<file path="src/rtl/gpio_pattern_seq.sv">
// gpio_pattern_seq: prescaled GPIO/LED pattern sequencer with start/stop/pause/mode control
module gpio_pattern_seq #(
  parameter int unsigned DIV   = 12_500_000,
  parameter int unsigned DIV_W = 27
) (
  input  logic        clk,
  input  logic        rst,
  input  logic        start,
  input  logic        stop,
  input  logic        pause,
  input  logic        mode_load,
  input  logic [1:0]  mode_in,
  output logic [7:0]  gpio,
  output logic        tick,
  output logic        busy,
  output logic [15:0] step_cnt
);
  typedef enum logic [1:0] {IDLE, RUN, PAUSE} state_t;
  localparam logic [DIV_W-1:0] LAST = DIV_W'(DIV - 1);
  state_t           state_q;
  logic [1:0]       mode_q;
  logic             dir_q;
  logic             dir_d;
  logic [DIV_W-1:0] presc_q;
  logic [7:0]       gpio_q;
  logic [7:0]       gpio_d;
  logic [7:0]       bounce;
  logic             tick_q;
  logic             busy_q;
  logic [15:0]      cnt_q;
  function automatic logic [7:0] seed(input logic [1:0] m);
    return m == 2'd0 ? 8'h00 : m == 2'd3 ? 8'hff : 8'h01;
  endfunction
  // dir_q=0 shifts left; it flips as soon as the output lands on an end bit
  always_comb begin
    bounce = dir_q ? {1'b0, gpio_q[7:1]} : {gpio_q[6:0], 1'b0};
    gpio_d = mode_q == 2'd0 ? gpio_q + 8'd1 :
             mode_q == 2'd1 ? {gpio_q[6:0], gpio_q[7]} :
             mode_q == 2'd2 ? bounce : ~gpio_q;
    dir_d  = (mode_q == 2'd2 && (dir_q ? bounce == 8'h01 : bounce == 8'h80)) ? ~dir_q : dir_q;
  end
  always_ff @(posedge clk) begin
    if (rst) begin
      state_q <= IDLE;
      mode_q  <= 2'd0;
      dir_q   <= 1'b0;
      presc_q <= '0;
      gpio_q  <= 8'h00;
      tick_q  <= 1'b0;
      busy_q  <= 1'b0;
      cnt_q   <= 16'd0;
    end else begin
      tick_q <= 1'b0;
      if (stop) begin
        state_q <= IDLE;
        busy_q  <= 1'b0;
        gpio_q  <= 8'h00;
        presc_q <= '0;
        cnt_q   <= 16'd0;
      end else if (mode_load) begin
        mode_q <= mode_in;
        if (state_q != IDLE) begin
          gpio_q  <= seed(mode_in);
          dir_q   <= 1'b0;
          presc_q <= '0;
          cnt_q   <= 16'd0;
        end
      end else if (start && state_q == IDLE) begin
        state_q <= RUN;
        busy_q  <= 1'b1;
        gpio_q  <= seed(mode_q);
        dir_q   <= 1'b0;
        presc_q <= '0;
        cnt_q   <= 16'd0;
      end else if (state_q != IDLE) begin
        if (pause) begin
          state_q <= PAUSE;
        end else begin
          state_q <= RUN;
          if (presc_q == LAST) begin
            presc_q <= '0;
            gpio_q  <= gpio_d;
            dir_q   <= dir_d;
            cnt_q   <= cnt_q + 16'd1;
            tick_q  <= 1'b1;
          end else begin
            presc_q <= presc_q + 1'b1;
          end
        end
      end
    end
  end
  assign gpio     = gpio_q;
  assign tick     = tick_q;
  assign busy     = busy_q;
  assign step_cnt = cnt_q;
endmodule
</file>
<file path="config.mk">
export PLATFORM = sky130hd
export DESIGN_NAME = gpio_pattern_seq
export DESIGN_NICKNAME = d
export VERILOG_FILES = /design/src/rtl/gpio_pattern_seq.sv
export SDC_FILE = /design/constraint.sdc
export NUM_CORES = 1
export LEC_CHECK = 0
export ABC_CLOCK_PERIOD_IN_PS = 2300
export CORE_UTILIZATION = 51
export CTS_CLUSTER_SIZE = 12
export DETAILED_ROUTE_END_ITERATION = 7
export HOLD_SLACK_MARGIN = 0.15
export PLACE_DENSITY_LB_ADDON = 0.15
export SLEW_MARGIN = 20
export SYNTH_ARGS = -nofsm -noshare
export SYNTH_HDL_FRONTEND = slang
export SYNTH_SLANG_ARGS = --single-unit
export TNS_END_PERCENT = 5
</file>
<file path="constraint.sdc">
create_clock -name clk -period 2.3 [get_ports clk]
set_input_delay 0.46 -clock clk [delete_from_list [all_inputs] [get_ports clk]]
set_output_delay 0.46 -clock clk [all_outputs]
set_load 0.05 [all_outputs]
</file>
==> impl_metrics.tcl <==
set metrics [dict create \
    cp_num_buf_inv 1 \
    clkTransAtPathRegs_ns 0.07 \
    path_cells "clkdlybuf4s50_1" \
    crit_path_start "gpio[5]" \
    setup_violations 0 \
    rsz0062_at_grt "true" \
    drc_errors 0 \
    seq_power_share_pct 43.8 \
    track_usage_pct 27.6 \
    viasPerCell 6.17 \
    crit_fanout 10 \
    relSlewSlack_pct 65.5 \
    cp_top_family "buffers and inverters" \
    vias 3542 \
    place_area_sq_um 4030 \
    cp.arrival_ns 1.74 \
    clk_path_buf_depth 2 \
    reg2reg_from "presc_q[1]" \
    dieArea_sq_um 6870 \
    worstHoldPathType "flip-flop to flip-flop" \
    period_share_pct 95.8 \
    htree_levels 3 \
    yosys.area.top_type "dfxtp_1" \
    netlist.area_leader.share_pct 34.8 \
    grt_pass1_wl_mm 15.4 \
    row_count 29 \
    port_buffers 33 \
    netSwitchingFraction_pct 25.2 \
    worstReg2RegEnd "step_cnt[12]" \
    grt_max_degree 26 \
    drt_iter0_drc 259 \
    firstDrtPassIters 5 \
    layout.nets 504 \
    die_h_um 82.9 \
    async_reset_ff_share_pct 0 \
    power_frac_clock_pct 44.9 \
    max_stage_delay_ns 0.89 \
    fmax_mhz 454 \
    post-route-min-period_ns 2.20 \
    critPathKind "flip-flop to output port" \
    total_power_uw 2350 \
    hold_buffers 0 \
    routed_wirelength_mm 9.23 \
    initial_core_util_pct 52.6 \
    grt_overflow 0 \
    status "completed" \
    post-route-util_pct 68.0 \
    ys_warn_count 0 \
    path_depth 1 \
    syn_area_sq_um 3340 \
    clkLatencyLatePin_ns 0.34 \
    cts_tree "done" \
    drv_cap 0 \
    synth_nets 439 \
    cts_buffers 9 \
    grt_pass1_vias 3169 \
    setup_ws_ns 0.0961 \
    p_per_area_nw_per_um2 543 \
    synth-edff-count 0 \
    reg2regPathDepth 7 \
    ant_nets 0 \
    ys_seq_elements 58 \
    antenna_cells 0 \
    p_leak_uw 0.00142 \
    finalHoldViolCount 0 \
    comb_power_share_pct 11.3 \
    cts_root_buf "clkbuf_8" \
    cp.required_ns 1.84 \
    p_switching_uw 591 \
    antenna_found_initial 0 \
    intPower_uw 1750 \
    die_width_um 82.9 \
    cp-end-kind "output port" \
    slew_viol_final 0 \
    synth.avg_cell_area_sq_um 7.80 \
    ys_top_cells_by_area "dfxtp_1 (35%), a21oi_1 (6.1%), nand2_1 (3.9%), o21ai_0 (3.7%), or3_1 (3.6%)" \
    io_pins 34 \
    rrSetupSlack_ns 0.1 \
    dp_hpwl_mm 6.33 \
    irDropWorstVdd_uv 423 \
    drive_above_1_share_pct 16.9 \
    core_area_sq_um 6350 \
    stdcell_area_sq_um 4320 \
    n_fill_cell 517 \
    syn2layout_area_growth_pct 29.4 \
    place_congestion 0.894 \
    cp-start-kind "flip-flop" \
    clock-sinks 58 \
    synth.distinct_cells 53 \
    synth_ff_type "dfxtp_1" \
    cp_slowest_cell "clkdlybuf4s50_1" \
    seq_area_frac_synth_pct 34.8 \
    routedWlPerCell_um 16.1 \
    syn-instance-count 428 \
    crit_end "gpio[5]" \
    dp_slack_ns -0.509 \
    finClkSkew_ns 0.00710 \
    tightestPinTransition_ns 0.515 \
]
synthesized netlist by cell type, drive strengths merged, types with 2 or more instances:
cell type,instances
mux2,4
nor2b,4
buf,2
or2,4
a21oi,41
and3,2
nor3,14
o31ai,8
and2,6
mux2i,3
or3,19
o211ai,4
o211a,2
xnor2,13
and4,9
ha,3
nand4,15
o311ai,2
a41oi,2
nand2,35
dfxtp,58
a31oi,4
nand2b,2
nor4,11
clkbuf,26
xor2,4
or4,14
inv,12
nor2,28
o21ai,27
a22o,2
a211oi,9
o21a,4
o2111ai,2
nand3,18
final cells by class:
class / instances / area [sq um] / share of cell area (%)
Multi-Input combinational cell: 331 / 2070 / 47.9
Sequential cell: 58 / 1160 / 26.9
Timing Repair Buffer: 81 / 727 / 16.8
Clock buffer: 10 / 138 / 3.19
Tap cell: 77 / 96.3 / 2.23
Clock inverter: 5 / 78.8 / 1.83
Inverter: 12 / 45.0 / 1.04
power groups by stage:
stage	Clock, uW	Combinational [uW]	Sequential [uW]
floorplan	0	126	1060
global placement	0	250	1050
detailed placement	0	254	1050
CTS	1070	258	1030
global route	1110	286	1030
finish	1050	265	1030
what timing repair did:
action                                  in CTS  in global routing
gates resized for setup                      4                 17
setup buffers                                0                  2
endpoints found under the setup margin      12                 26
pin swaps                                    3                  7
gates cloned                                 0                  1
routing by layer:
metal | GRT usage (%) | wire, um | share of wire, %
met1 | 39.1 | 4290 | 47
met2 | 42.4 | 4200 | 46
met3 | 6.16 | 629 | 6.8
met4 | 7.52 | 103 | 1.1
met5 | 0 | 0 | 0
stage by stage:
stage / std cells / TNS, ns / hold slack [ns]
global route: 574 / -0.0276 / 0.476
CTS: 571 / -0.0647 / 0.468
finish: 574 / 0 / 0.460
detailed placement: 556 / -11.61 / 0.456
floorplan: 428 / 0 / 0.454
global placement: 556 / -10.03 / 0.454
cell usage in the layout (no fill, tap or decap), types with 6 or more instances in the layout:
cell type	n
a21oi_1	40
dfxtp_1	57
nand3_1	18
clkbuf_8	10
o21ai_0	19
xnor2_1	13
and4_1	8
nor4_1	11
or4_1	12
o21ai_1	7
and2_1	6
buf_4	45
or3_1	18
o31ai_1	8
clkdlybuf4s50_1	30
nand4_1	15
inv_1	12
a211oi_1	9
nand2_1	35
nor2_1	28
nor3_1	14
how the worst min path moves through the flow:
stage           startpoint     endpoint  cells past startpoint
2_1_floorplan  presc_q[23]  presc_q[23]                      2
3_3_place_gp          busy         busy                      2
3_5_place_dp          busy         busy                      2
4_1_cts               busy         busy                      2
5_1_grt               busy         busy                      2
6_report              busy         busy                      2
sequential cells by signal (all words and copies together) (netlist names):
signal,count
mode_q,2
presc_q,27
dir_q,1
tick,1
busy,1
gpio,8
step_cnt,16
state_q,2
kinds of logic (layout without fill, tap and decap cells):
group,Yosys count,count (layout),share of synthesized area [%]
xor+xnor,17,17,4.46
simple gates,187,188,30.9
buf+inv,40,108,4.54
compound gates,115,115,21.3
flops,58,58,34.8
mux,8,8,2.92
fa+ha+maj,3,3,1.12
(Power assumes the default switching activity.)
